$ cat src/rtl/bp_table_port_scheduler.sv
// Single-port scheduler for the branch-predictor pattern-history table: init sweep,
// lookup/update arbitration, and read-modify-write of buffered commit updates.
module bp_table_port_scheduler #(
    parameter int IDX_BITS   = 10,
    parameter int CTR_BITS   = 2,
    parameter int INIT_VALUE = 1,
    parameter int FIFO_DEPTH = 4
) (
    input  logic                            clk,
    input  logic                            rst_n,
    input  logic                            flush_req,
    output logic                            busy,
    input  logic                            lk_valid,
    input  logic [IDX_BITS-1:0]             lk_idx,
    output logic                            lk_ready,
    output logic                            lk_rsp_valid,
    output logic [CTR_BITS-1:0]             lk_rsp_ctr,
    input  logic                            up_valid,
    input  logic [IDX_BITS-1:0]             up_idx,
    input  logic                            up_taken,
    output logic                            up_ready,
    output logic [$clog2(FIFO_DEPTH):0]     fifo_count,
    output logic                            tbl_en,
    output logic                            tbl_we,
    output logic [IDX_BITS-1:0]             tbl_addr,
    output logic [CTR_BITS-1:0]             tbl_wdata,
    input  logic [CTR_BITS-1:0]             tbl_rdata
);

    localparam int                   PTR_BITS   = $clog2(FIFO_DEPTH);
    localparam int                   CNT_BITS   = PTR_BITS + 1;
    localparam logic [CNT_BITS-1:0]  FULL_COUNT = CNT_BITS'(FIFO_DEPTH);
    localparam logic [IDX_BITS-1:0]  LAST_IDX   = '1;
    localparam logic [CTR_BITS-1:0]  CTR_MAX    = '1;
    localparam logic [CTR_BITS-1:0]  CTR_INIT   = CTR_BITS'(INIT_VALUE);

    typedef enum logic [1:0] {ST_INIT, ST_RUN, ST_RMW_WR} state_t;

    state_t               state;
    logic [IDX_BITS-1:0]  p;
    logic [IDX_BITS-1:0]  q_idx   [FIFO_DEPTH];
    logic                 q_taken [FIFO_DEPTH];
    logic [PTR_BITS-1:0]  rd_ptr;
    logic [PTR_BITS-1:0]  wr_ptr;
    logic [IDX_BITS-1:0]  rmw_idx;
    logic                 rmw_taken;

    logic                 full;
    logic                 empty;
    logic                 run;
    logic                 update_win;
    logic                 push;
    logic                 pop;
    logic [CTR_BITS-1:0]  next_ctr;

    assign full       = (fifo_count == FULL_COUNT);
    assign empty      = (fifo_count == '0);
    assign run        = (state == ST_RUN) && !flush_req;
    // A full FIFO pre-empts lookups so commit updates cannot be starved forever.
    assign update_win = run && (full || (!lk_valid && !empty));
    assign lk_ready   = run && !update_win;
    assign up_ready   = !full && !flush_req;
    assign push       = up_valid && up_ready;
    assign pop        = update_win;
    assign busy       = (state == ST_INIT);
    assign lk_rsp_ctr = tbl_rdata;

    always_comb begin
        if (rmw_taken) next_ctr = (tbl_rdata == CTR_MAX) ? CTR_MAX : tbl_rdata + CTR_BITS'(1);
        else           next_ctr = (tbl_rdata == '0)      ? '0      : tbl_rdata - CTR_BITS'(1);
    end

    always_comb begin
        // NOTE: defaults first so every path assigns every output and no latch is inferred.
        tbl_en    = 1'b0;
        tbl_we    = 1'b0;
        tbl_addr  = '0;
        tbl_wdata = '0;
        if (!flush_req) begin
            unique case (state)
                ST_INIT: begin
                    tbl_en    = 1'b1;
                    tbl_we    = 1'b1;
                    tbl_addr  = p;
                    tbl_wdata = CTR_INIT;
                end
                ST_RUN: begin
                    if (update_win) begin
                        tbl_en   = 1'b1;
                        tbl_addr = q_idx[rd_ptr];
                    end else if (lk_valid) begin
                        tbl_en   = 1'b1;
                        tbl_addr = lk_idx;
                    end
                end
                ST_RMW_WR: begin
                    tbl_en    = 1'b1;
                    tbl_we    = 1'b1;
                    tbl_addr  = rmw_idx;
                    tbl_wdata = next_ctr;
                end
                default: ;
            endcase
        end
    end

    // NOTE: non-blocking assignments so every register samples pre-edge values of the others.
    always_ff @(posedge clk) begin
        if (!rst_n) begin
            state        <= ST_INIT;
            p            <= '0;
            rd_ptr       <= '0;
            wr_ptr       <= '0;
            fifo_count   <= '0;
            lk_rsp_valid <= 1'b0;
            rmw_idx      <= '0;
            rmw_taken    <= 1'b0;
            // NOTE: the queue storage is only a few flops, so it is cleared too; the SRAM
            // itself is cleared by the init sweep rather than by reset.
            for (int i = 0; i < FIFO_DEPTH; i++) begin
                q_idx[i]   <= '0;
                q_taken[i] <= 1'b0;
            end
        end else if (flush_req) begin
            state        <= ST_INIT;
            p            <= '0;
            rd_ptr       <= '0;
            wr_ptr       <= '0;
            fifo_count   <= '0;
            lk_rsp_valid <= 1'b0;
        end else begin
            lk_rsp_valid <= lk_valid && lk_ready;
            if (push) begin
                q_idx[wr_ptr]   <= up_idx;
                q_taken[wr_ptr] <= up_taken;
                wr_ptr          <= wr_ptr + PTR_BITS'(1);
            end
            if (pop) begin
                rmw_idx   <= q_idx[rd_ptr];
                rmw_taken <= q_taken[rd_ptr];
                rd_ptr    <= rd_ptr + PTR_BITS'(1);
            end
            unique case ({push, pop})
                2'b10:   fifo_count <= fifo_count + CNT_BITS'(1);
                2'b01:   fifo_count <= fifo_count - CNT_BITS'(1);
                default: fifo_count <= fifo_count;
            endcase
            unique case (state)
                ST_INIT: begin
                    p <= p + IDX_BITS'(1);
                    if (p == LAST_IDX) state <= ST_RUN;
                end
                ST_RUN:    if (pop) state <= ST_RMW_WR;
                ST_RMW_WR: state <= ST_RUN;
                default:   state <= ST_INIT;
            endcase
        end
    end

endmodule

$ cat config.mk
export PLATFORM = sky130hd
export DESIGN_NAME = bp_table_port_scheduler
export DESIGN_NICKNAME = d
export VERILOG_FILES = /design/src/rtl/bp_table_port_scheduler.sv
export SDC_FILE = /design/constraint.sdc
export NUM_CORES = 1
export LEC_CHECK = 0
export CORE_MARGIN = 3
export CORE_UTILIZATION = 45
export DETAILED_ROUTE_END_ITERATION = 6
export HOLD_SLACK_MARGIN = 0.12
export PLACE_DENSITY_LB_ADDON = 0.08
export SETUP_SLACK_MARGIN = 0.5
export SYNTH_ARGS = -nofsm -noshare
export SYNTH_HDL_FRONTEND = slang
export SYNTH_SLANG_ARGS = --single-unit
export TNS_END_PERCENT = 10
$ cat constraint.sdc
create_clock -name clk -period 5.85 [get_ports clk]
set_clock_uncertainty 0.15 [all_clocks]
set_input_delay 1.17 -clock clk [delete_from_list [all_inputs] [get_ports clk]]
set_output_delay 1.17 -clock clk [all_outputs]
set_load 0.005 [all_outputs]
# After elaboration in Yosys (flattened, before gate mapping)
# Memory sizes are Yosys's and may differ from the RTL's. A register that Yosys moved wholly into a read port is not among the register bits.
# Cells that the tools add are included.
# W data, S select, Z words.
dict set report op_classes {
  mux 32
  n_mul 0
  n_addsub 7
  eq_ne 9
  bitwise 2
  div 0
  shifts 0
  reduce_logical 24
  order_cmp 0
}
# cell count
set ops {}
lappend ops {{$mux W10} 4}
lappend ops {{$pmux W10 S3} 1}
lappend ops {{$mux W2} 10}
lappend ops {{$mux W1} 13}
lappend ops {{$add A10 B1 Y10 const B} 1}
lappend ops {{$eq A10 B10 Y1 const B} 1}
lappend ops {{$reduce_or A10 Y1} 1}
lappend ops {{$logic_and A1 B1 Y1} 7}
lappend ops {{$add A2 B1 Y2 const B} 3}
lappend ops {{$eq A2 B2 Y1 const B} 3}
lappend ops {{$logic_not A1 Y1} 6}
lappend ops {{$pmux W2 S3} 1}
lappend ops {{$pmux W3 S2} 1}
lappend ops {{$eq A2 B1 Y1 const B} 2}
lappend ops {{$logic_not A2 Y1} 2}
lappend ops {{$pmux W2 S2} 1}
lappend ops {{$reduce_and A2 Y1} 2}
lappend ops {{$reduce_or A2 Y1} 2}
lappend ops {{$add A3 B1 Y3 const B} 1}
lappend ops {{$eq A3 B3 Y1 const B} 1}
lappend ops {{$logic_not A3 Y1} 1}
lappend ops {{$sub A3 B1 Y3 const B} 1}
lappend ops {{$ne A2 B1 Y1 const B} 1}
lappend ops {{$ne A2 B2 Y1 const B} 1}
lappend ops {{6 further kinds} 7}
dict set report totals {
  mem_count 2
  romBits 0
  reg_bits 30
  ramBits 44
  latch_bits 0
}
# memory depth word_bits rd rd_ports_with_merged_regs wr line
set memory_table {}
lappend memory_table {q_idx 4 10 1 1 4 41} ;# logic [IDX_BITS-1:0] q_idx [FIFO_DEPTH];
lappend memory_table {q_taken 4 1 1 1 4 42} ;# logic q_taken [FIFO_DEPTH];

# Longest topological paths before layout
dict set report depth {
  ltp_word 10
  mapped_depth 10
}

# Least setup slack after synthesis
# Ideal clock, no wire load.
dict set report synth_timing {
  path_type {input to output}
  start {input flush_req}
  end {output tbl_addr[2]}
  n_path_buf 1
  t_arrival_ns 2.277
  path_stages 4
  slack_ns 2.253
  path_cell_list {or3b_2 nor3_1 buf_4 a221o_1}
}
dict set report synth_via {
  elab_chain_cells 6
}
# item line
set synth_lines {}
lappend synth_lines {{start, declared} 11} ;# input logic flush_req,
lappend synth_lines {{$logic_not A1 Y1} -}
lappend synth_lines {{$logic_and A1 B1 Y1} 58} ;# assign run = (state == ST_RUN) && !flush_req;
lappend synth_lines {{$logic_and A1 B1 Y1} 60} ;# assign update_win = run && (full || (!lk_valid && !empty));
lappend synth_lines {{named net pop} 53} ;# logic pop;
lappend synth_lines {{$mux W10} 88} ;# if (update_win) begin
lappend synth_lines {{$pmux W10 S3} 80} ;# unique case (state)
lappend synth_lines {{$mux W10} 79} ;# if (!flush_req) begin
lappend synth_lines {{end, declared} 25} ;# output logic [IDX_BITS-1:0] tbl_addr,
# The timed path passes the listed nets, and every way through them passes these cells.

# Worst setup path after layout
dict set report layout_timing {
  start {input flush_req}
  end {output tbl_addr[5]}
}
dict set report layout_via {
  elab_chain_cells 6
}
# item line
set layout_lines {}
lappend layout_lines {{$logic_not A1 Y1} -}
lappend layout_lines {{$logic_and A1 B1 Y1} 58}
lappend layout_lines {{$logic_and A1 B1 Y1} 60}
lappend layout_lines {{$mux W10} 88}
lappend layout_lines {{$pmux W10 S3} 80}
lappend layout_lines {{$mux W10 (*)} 79}
# Mark *: on every way between the ends. The rest lies on a longest branch, timed or not.

==> flow_summary.yaml <==
setup_path:
  path_class: "primary input to primary output"
  crit_path_max_incr_delay_ps: 590
  critical_path_arrival_ps: 3500
  crit_top_cell: "sky130_fd_sc_hd__clkdlybuf4s50_1"
  crit_family: "buffers and inverters"
  critical_path.startpoint_type: "primary input"
  cp_cell_sequence: "clkdlybuf4s50_1 > nor3b_1 > and3_1 > a221o_1 > clkdlybuf4s50_1"
  cp_slowest_cell: "sky130_fd_sc_hd__clkdlybuf4s50_1"
  cp.required_ps: 4530
  worst-path-buf-inv: 2
  cp_max_fanout: 12
  crit_path_end_kind: "primary output"
sta:
  tightest_slew_ps: 971.9
  finalHoldViolCount: 0
  fin_crit_sh: 0.8245
  timing.setup.tns_ps: 0
  report.final.setup_viol: 0
  finalWorstPathRequiredPeriod_ps: 4823
  rsz0062_at_grt: "no"
  final_max_slew_viols: 0
  max_slew_margin: 0.3467
  layout_setup_ws_ps: 1027
  clock.fmax_mhz: 207.3
layout:
  finish.net_count: 398
  final_layout_size_suffix_gt1_frac: 0.1075
  final_core_utilization: 0.5644
  area_delta_synth_final_pct: 19.28
  diodes: 0
  final_cell_count_no_fill: 474
clock_tree:
  cts_resized: 0
  max-clock-path-buffers: 2
  cts.htree.levels: 3
  tritoncts_clock_tree: "built"
  cts_hold_buf: 0
  cts.clk_slew.worst_paths_ps: 90
  insertion_delay_ps: 340
  number_of_buffers_created_by_cts: 9
  cts.repair_timing.setup_buffer_count: 0
  clockRootBuffer: "sky130_fd_sc_hd__clkbuf_8"
  numClockSinks: 77
floorplan:
  floorplan.die.height_um: 97.30
  fp.dieArea_mm2: 0.009467
  core-area_mm2: 0.007928
  fp-row-count: 32
  io_pins: 51
  initial_core_utilization: 0.4732
  chipWidth_um: 97.30
synth:
  yosys-mux-area-fraction: 0.1037
  synth_top_family_by_area: "simple AND/OR/NAND/NOR gates"
  fraction_of_the_mapped_netlist_area_in_compound_gates: 0.1161
  synth_simple_gate_area_share: 0.1875
  mappedNetlistArea_mm2: 0.003751
  synth_enable_flop_cells: 41
  postSynthCellCount: 327
  yosysSeqAreaShare: 0.5203
  synth_seq_cells: 77
  adder_cell_area_share_of_the_yosys_netlist: 0.01734
  synth_ff_type: "sky130_fd_sc_hd__edfxtp_1"
  synthXorXnorAreaFrac: 0.009340
  synth.avg_cell_area_um2: 11.47
  yosys.cell_types.count: 51
  synth.yosys.warnings: 0
  synthesis.nets: 358
  async_reset_ff_frac: 0
power_and_ir_drop:
  peakVddDrop_mv: 0.1369
  post-layout-total-power_mw: 1.038
  pwr_density_mw_per_mm2: 232.0
  static-leakage-power_nw: 1.589
worst_hold_path:
  class_of_the_tightest_hold_or_removal_check: "flop to flop"
global_routing:
  grt_pass1_vias: 2610
  antenna_found_initial: 0
  gr-usage-all-layers: 0.1806
  grt_first_pass_wirelength_um: 13680
  grt_start_max_net_pins: 32
  global_route.overflow_total: 0
detailed_routing:
  antenna_violating_nets_post_route: 0
  dr.first_iter.drc_count: 94
  detail_route.vias_per_cell: 5.650
  drt_drc_violations_left: 0
  vias: 2678
  drt-pass1-iter-count: 4
  wl_um: 8348
  post_detailed_route_wirelength_per_cell_um: 17.61
placed_design:
  dpl.cell_count: 458
  placement.setup.worst_slack_ps: 1027
  gp_routability_congestion: 0.7969
  hpwl_um: 5720
  numPortBuffers: 50
flow_run:
  cap_violations: 0
outcome:
  status: "finished clean"
tightest hold or removal path, stage by stage (launching register included):
cell and delay [ps]:
sky130_fd_sc_hd__dfxtp_1 320, sky130_fd_sc_hd__o41ai_1 50, sky130_fd_sc_hd__a21oi_1 60
placed cells by master (no fill, tap or decap), drive strengths merged, types with 11 or more instances in the layout:
master,Yosys,routed
clkdlybuf4s50,0,50
edfxtp,41,41
dfxtp,36,36
and3,23,23
and2,23,23
nor2,19,19
a21oi,19,19
inv,11,14
mux2i,13,13
mux4,11,11
a22o,11,11
sequential cells by signal, summed over array words and instances, names as in the netlist, named ones only:
register and cells:
fifo_count 3, lk_rsp_valid 1, p 10, q_idx 40, q_taken 4, rd_ptr 2
rmw_idx 10, rmw_taken 1, state 2, wr_ptr 2
synth_stat cells (all sizes together), types with 2 or more instances:
library cell | number | share of area
edfxtp | 41 | 0.33
dfxtp | 36 | 0.19
and2 | 23 | 0.038
and3 | 23 | 0.038
a21oi | 19 | 0.025
nor2 | 19 | 0.019
clkbuf | 14 | 0.014
mux2i | 13 | 0.035
buf | 12 | 0.021
a22o | 11 | 0.026
inv | 11 | 0.011
mux4 | 11 | 0.066
a221o | 9 | 0.024
nand2 | 9 | 0.0090
o21ai | 9 | 0.012
or3 | 8 | 0.013
o31ai | 6 | 0.012
nand2b | 5 | 0.0083
nor2b | 4 | 0.0067
nor3 | 4 | 0.0053
nand3 | 3 | 0.0040
nand4 | 3 | 0.0050
or3b | 3 | 0.0070
or4 | 3 | 0.0060
ha | 2 | 0.0067
maj3 | 2 | 0.0053
nand4bb | 2 | 0.0060
nor3b | 2 | 0.0053
nor4 | 2 | 0.0050
xnor2 | 2 | 0.0047
xor2 | 2 | 0.0047
area by class of cell:
type | instances | area, µm²
fill | 704 | 3453
sequential | 77 | 1952
multi-input combinational | 213 | 1633
timing repair buffer | 55 | 538.0
tap | 102 | 127.6
clock buffer | 9 | 123.9
clock inverter | 7 | 58.81
inverter | 11 | 41.29
metrics by stage:
step	area [µm²]	hold WS (ps)
floorplan	3751	289.6
global placement	4292	299.3
detailed placement	4292	306.8
CTS	4474	321.8
global route	4474	340.3
finish	4474	322.2
worst paths after layout:
kind,cells past startpoint,from,slack (ps),end
max,5,flush_req,1030,tbl_addr[5]
min,2,q_taken[0],320,q_taken[0]
max reg2reg,9,state[1],2780,fifo_count[2]
min reg2reg,2,q_taken[0],320,q_taken[0]
cells by family after synthesis:
kind of cell | count (synthesis)
AND/OR/NAND/NOR | 118
XOR/XNOR | 4
AO/OA/AOI/OAI | 61
adder cells (fa/ha/maj) | 5
buffers and inverters | 37
flip-flops | 77
multiplexers | 25
routing by layer:
layer | wire, µm | GRT usage | share of wire | up-vias
met1 | 3912 | 0.2441 | 0.47 | 1307
met4 | 42 | 0.05644 | 0.0050 | 0
li1 | - | - | - | 1306
met2 | 4051 | 0.2956 | 0.49 | 61
met3 | 342 | 0.03374 | 0.041 | 4
met5 | 0 | 0 | 0 | -
report_power, final:
part | internal, mW | total [mW] | switching (mW)
clock network | 0.160 | 0.372 | 0.212
registers | 0.585 | 0.591 | 0.00618
logic | 0.0371 | 0.0749 | 0.0378
No activity file was read; power rests on OpenSTA's default activity.
